**src/rtl/mlc_weight_loader.sv**
```systemverilog
`default_nettype none
// ============================================================================
// mlc_weight_loader : row-major MLC weight programming sequencer with settle gap
// Optional feature macro: MLC_LOADER_CHECKSUM_EN (adds checksum output)
// Rev 1.0
// ============================================================================
module mlc_weight_loader #(
  parameter int ROWS             = 32,
  parameter int COLS             = 10,
  parameter int WEIGHT_PRECISION = 4,
  parameter int PROG_GAP         = 2,
  parameter int ROW_AW           = 5,
  parameter int COL_AW           = 4
) (
  input  logic                        clk,
  input  logic                        rst_n,
  input  logic                        start,
  input  logic                        abort,
  input  logic                        s_valid,
  output logic                        s_ready,
  input  logic [WEIGHT_PRECISION-1:0] s_data,
  output logic                        prog_en,
  output logic [ROW_AW-1:0]           addr_row,
  output logic [COL_AW-1:0]           addr_col,
  output logic [WEIGHT_PRECISION-1:0] weight_val,
  output logic                        busy,
  output logic                        done,
`ifdef MLC_LOADER_CHECKSUM_EN
  output logic [15:0]                 checksum,
`endif
  output logic [15:0]                 cells_written
);

  localparam int              GAP_W     = (PROG_GAP > 1) ? $clog2(PROG_GAP) : 1;
  localparam bit              c_HAS_GAP = (PROG_GAP > 0);
  localparam logic [GAP_W-1:0] c_GAP_LAST = (PROG_GAP > 0) ? GAP_W'(PROG_GAP - 1) : '0;
  localparam logic [ROW_AW-1:0] c_ROW_LAST = ROW_AW'(ROWS - 1);
  localparam logic [COL_AW-1:0] c_COL_LAST = COL_AW'(COLS - 1);

  typedef enum logic [2:0] {
    S_IDLE   = 3'd0,
    S_ACCEPT = 3'd1,
    S_WRITE  = 3'd2,
    S_GAP    = 3'd3,
    S_DONE   = 3'd4
  } state_t;

  state_t                      r_state;
  state_t                      w_next;
  logic [ROW_AW-1:0]           r_addr_row;
  logic [COL_AW-1:0]           r_addr_col;
  logic [WEIGHT_PRECISION-1:0] r_weight;
  logic [15:0]                 r_cells;
  logic [GAP_W-1:0]            r_gap_cnt;

  logic w_start_ok;
  logic w_hs;
  logic w_last_cell;
  logic w_decide;

  assign w_start_ok  = (r_state == S_IDLE) && start && !abort;
  assign w_hs        = (r_state == S_ACCEPT) && s_valid && !abort;
  assign w_last_cell = (r_addr_row == c_ROW_LAST) && (r_addr_col == c_COL_LAST);
  // Post-write decision point: end of WRITE when there is no gap, else last GAP cycle.
  assign w_decide    = !abort &&
                       (((r_state == S_WRITE) && !c_HAS_GAP) ||
                        ((r_state == S_GAP) && (r_gap_cnt == c_GAP_LAST)));

  always_comb begin
    w_next = r_state;
    if (abort) begin
      w_next = S_IDLE;
    end else begin
      case (r_state)
        S_IDLE:   if (start) w_next = S_ACCEPT;
        S_ACCEPT: if (s_valid) w_next = S_WRITE;
        S_WRITE: begin
          if (c_HAS_GAP)        w_next = S_GAP;
          else if (w_last_cell) w_next = S_DONE;
          else                  w_next = S_ACCEPT;
        end
        S_GAP: begin
          if (r_gap_cnt == c_GAP_LAST) w_next = w_last_cell ? S_DONE : S_ACCEPT;
        end
        S_DONE:   w_next = S_IDLE;
        default:  w_next = S_IDLE;
      endcase
    end
  end

  always_ff @(posedge clk or negedge rst_n) begin
    if (!rst_n) begin
      r_state    <= S_IDLE;
      r_addr_row <= '0;
      r_addr_col <= '0;
      r_weight   <= '0;
      r_cells    <= '0;
      r_gap_cnt  <= '0;
    end else begin
      r_state <= w_next;

      if (w_start_ok) begin
        r_addr_row <= '0;
        r_addr_col <= '0;
        r_cells    <= '0;
      end else if (w_decide && !w_last_cell) begin
        if (r_addr_col == c_COL_LAST) begin
          r_addr_col <= '0;
          r_addr_row <= r_addr_row + 1'b1;
        end else begin
          r_addr_col <= r_addr_col + 1'b1;
        end
      end

      if (w_hs) r_weight <= s_data;

      // Count every strobe actually issued, including one cut short by abort.
      if ((r_state == S_WRITE) && (r_cells != 16'hFFFF)) r_cells <= r_cells + 16'd1;

      if (r_state == S_GAP) r_gap_cnt <= r_gap_cnt + 1'b1;
      else                  r_gap_cnt <= '0;
    end
  end

`ifdef MLC_LOADER_CHECKSUM_EN
  logic [15:0] r_checksum;

  always_ff @(posedge clk or negedge rst_n) begin
    if (!rst_n) begin
      r_checksum <= '0;
    end else if (w_start_ok) begin
      r_checksum <= '0;
    end else if (r_state == S_WRITE) begin
      r_checksum <= r_checksum + 16'(r_weight);
    end
  end

  assign checksum = r_checksum;
`endif

  assign s_ready       = (r_state == S_ACCEPT);
  assign prog_en       = (r_state == S_WRITE);
  assign busy          = (r_state != S_IDLE);
  assign done          = (r_state == S_DONE);
  assign addr_row      = r_addr_row;
  assign addr_col      = r_addr_col;
  assign weight_val    = r_weight;
  assign cells_written = r_cells;

endmodule
`default_nettype wire

```
**config.mk**
```make
export PLATFORM = sky130hd
export DESIGN_NAME = mlc_weight_loader
export DESIGN_NICKNAME = d
export VERILOG_FILES = /design/src/rtl/mlc_weight_loader.sv
export SDC_FILE = /design/constraint.sdc
export NUM_CORES = 1
export LEC_CHECK = 0
export BUFFER_PORTS_ARGS = -buffer_cell sky130_fd_sc_hd__buf_2
export CAP_MARGIN = 0
export CELL_PAD_IN_SITES_DETAIL_PLACEMENT = 0
export CELL_PAD_IN_SITES_GLOBAL_PLACEMENT = 1
export CORE_MARGIN = 2
export CORE_UTILIZATION = 35
export CTS_CLUSTER_SIZE = 16
export DETAILED_ROUTE_END_ITERATION = 8
export MAX_ROUTING_LAYER = met4
export PLACE_DENSITY = 0.76
export SKIP_LAST_GASP = 1
export SLEW_MARGIN = 40
export SYNTH_ARGS = -nofsm -noshare
export SYNTH_HDL_FRONTEND = slang
export SYNTH_SLANG_ARGS = --single-unit
```
**constraint.sdc**
```tcl
create_clock -name clk -period 2.4 [get_ports clk]
set_input_delay 0.36 -clock clk [delete_from_list [all_inputs] [get_ports clk]]
set_output_delay 0.36 -clock clk [all_outputs]
set_load 0.03 [all_outputs]
```
==> flow_summary.ini <==
[timing]
rsz0062_at_grt = false
fin_skew_ns = 0.00575
final-max-slew-violation-count = 0
fin_crit_ns = 2.05
setup_tns_ns = 0
worst_pin_slew_ns = 0.428
max_freq_mhz = 488
period_share = 0.854
maxSlewHeadroom = 0.715
hold_violations = 0
setup_viol = 0

[die]
num_rows = 26
coreArea_mm2 = 0.00511
die_y_um = 76.9
num_io_pins = 42
initial_utilization = 0.364
die-area_mm2 = 0.00592
die_w_um = 76.9

[logic_synthesis]
ys_types = 48
post-synth-top-area-cell = dfrtp_1
yosysTopAreaCellShare = 0.444
syn_inst = 189
ys.warnings.count = 0
synth_edf_count = 0
syn_area_per_cell_um2 = 9.84
synth_top_flop_cell = dfrtp_1
yosys-top-cells-area = dfrtp_1 (44%), nand2_1 (4.4%), ha_1 (3.4%)
netlist_area_mm2 = 0.00186
synth_seq_cells = 33
syn-num-nets = 203
async_reset_ff_frac = 1.00
yosysSeqAreaShare = 0.444

[power]
p_leak_nw = 1.07
powerDensity_mw_per_mm2 = 663
irDropWorstVdd_mv = 0.539

[job]
maxCapViolations = 0

[cells_and_area]
stdcell_count = 304
final_common_cell = buf_2
layout_common_cells = buf_2 (40), dfrtp_1 (33), nand2_1 (22), nor2_1 (13), nand3_1 (11)
finalNetCount = 247
antenna-diode-count = 0
drive_gt1_frac = 0.299
layout-area-overhead-vs-synth_pct = 18.4
fillerInstances = 534

[drt]
vias_per_cell = 5.12
top_layer = met4
wl_met3_um = 200
wl_met2_mm = 1.93
wire_per_inst_um = 13.4
antenna_left = 0
drtPass1Iterations = 4
drt_iter0_markers = 82
drc = 0
vias = 1555
wl_met1_mm = 1.92
drt-total-wl_mm = 4.08

[grt]
grt_usage = 0.150
globalRouteOverflowTotal = 0
grt_max_degree = 34
antenna_found_initial = 0
grt_pass1_wl_mm = 7.09
grt_pass1_vias = 1473

[worst_setup_path]
arrival_ns = 2.22
required_ns = 2.57
crit_path_start_kind = flip-flop
worst_setup_path_end_kind = flip-flop
critPathKind = reg -> reg
worstPathMaxFanout = 8

[clock_network]
cts_tree = done
clkTransAtPathRegs_ns = 0.07
cts.sinks = 33
post_cts_buffers = 0
cts_buffers = 5
cts_buffer_depth = 2
h-tree-depth = 2
cts-root-buf = clkbuf_8
insertion_delay_ns = 0.28
ctsResizeCount = 0
cts_hold_buf = 0

[place]
io_buffers = 41
place_inst = 296
gp_congestion = 0.764
hpwl_mm = 2.87

[outcome]
status = completed

[min_path]
hold_class = in -> async
## stage by stage
step                      hold slack (ns)  instance area (um2)   util  setup WS (ns)  power (W)
after global routing               0.0356                 2200  0.431          0.189    0.00155
final                             0.00477                 2200  0.431          0.350    0.00146
after global placement              0.478                 2120  0.415          0.417    0.00106
after CTS                           0.162                 2200  0.431          0.342    0.00149
after floorplan                    0.0644                 1860      -          0.347   0.000956
after detailed placement            0.475                 2120  0.415          0.361    0.00107
## cell usage after synthesis (all sizes together), types with 4 or more instances
cell type  instances
a21oi              6
dfrtp             33
and3               4
o21ai             15
nand4              6
nand2             22
a21o               5
ha                 5
buf                8
nand2b             4
mux2               4
nor3               9
nand3             11
nor2              13
nor3b              5
## metal layers
layer / track usage / vias to the layer above
li1: - / 768
met1: 0.189 / 738
met2: 0.242 / 44
met3: 0.0365 / 5
met4: 0.0382 / 0
met5: - / -
## final timing paths
| kind | start | endpoint | slack (ns) | depth (start not counted) |
|---|---|---|---|---|
| hold / removal | rst_n | cells_written[9]$_DFFE_PN0P_ | 0.005 | 1 |
| setup / recovery | cells_written[0]$_DFFE_PN0P_ | cells_written[10]$_DFFE_PN0P_ | 0.35 | 7 |
| min in group clk | s_data[0] | weight_val[0]$_DFFE_PN0P_ | 0.31 | 2 |
| max in group asynchronous | rst_n | weight_val[3]$_DFFE_PN0P_ | 2.08 | 1 |
| setup reg to reg | cells_written[0]$_DFFE_PN0P_ | cells_written[10]$_DFFE_PN0P_ | 0.35 | 7 |
| hold reg to reg | weight_val[1]$_DFFE_PN0P_ | weight_val[1]$_DFFE_PN0P_ | 0.51 | 1 |
## area by class of cell
cell class / instances / area [um2] / area share
multi-input combinational: 144 / 950 / 0.431
sequential: 33 / 826 / 0.375
timing repair buffer: 45 / 238 / 0.108
tap: 70 / 87.6 / 0.0398
clock buffer: 6 / 72.6 / 0.0329
inverter: 4 / 20.0 / 0.00909
clock inverter: 2 / 10.0 / 0.00454
## state kept, by name (all words and copies together), names as in the netlist
| signal | flops |
|---|---|
| cells_written | 16 |
| addr_row | 5 |
| addr_col | 4 |
| weight_val | 4 |
| r_state | 3 |
| r_gap_cnt | 1 |
## logic make-up (layout without fill, tap and decap cells)
group | Yosys count | count (layout) | synth area share
buf+inv | 12 | 57 | 0.0457
simple gates | 92 | 92 | 0.285
mux | 7 | 7 | 0.0403
fa+ha+maj | 5 | 5 | 0.0336
xor+xnor | 4 | 4 | 0.0188
flops | 33 | 33 | 0.444
compound gates | 36 | 36 | 0.132
## report_power, final
part	switching [W]	internal, W
sequential	0.0000522	0.000612
combinational	0.000253	0.000136
clock	0.000206	0.000201
## worst max-delay path: stages (launching register included)
cell and delay (ns):
dfrtp_1 0.41, ha_1 0.25, nand4_1 0.16, nor4_4 0.42, nor2_1 0.10, buf_4 0.18
and3_1 0.16, a211o_1 0.25
(Power assumes the default switching activity.)
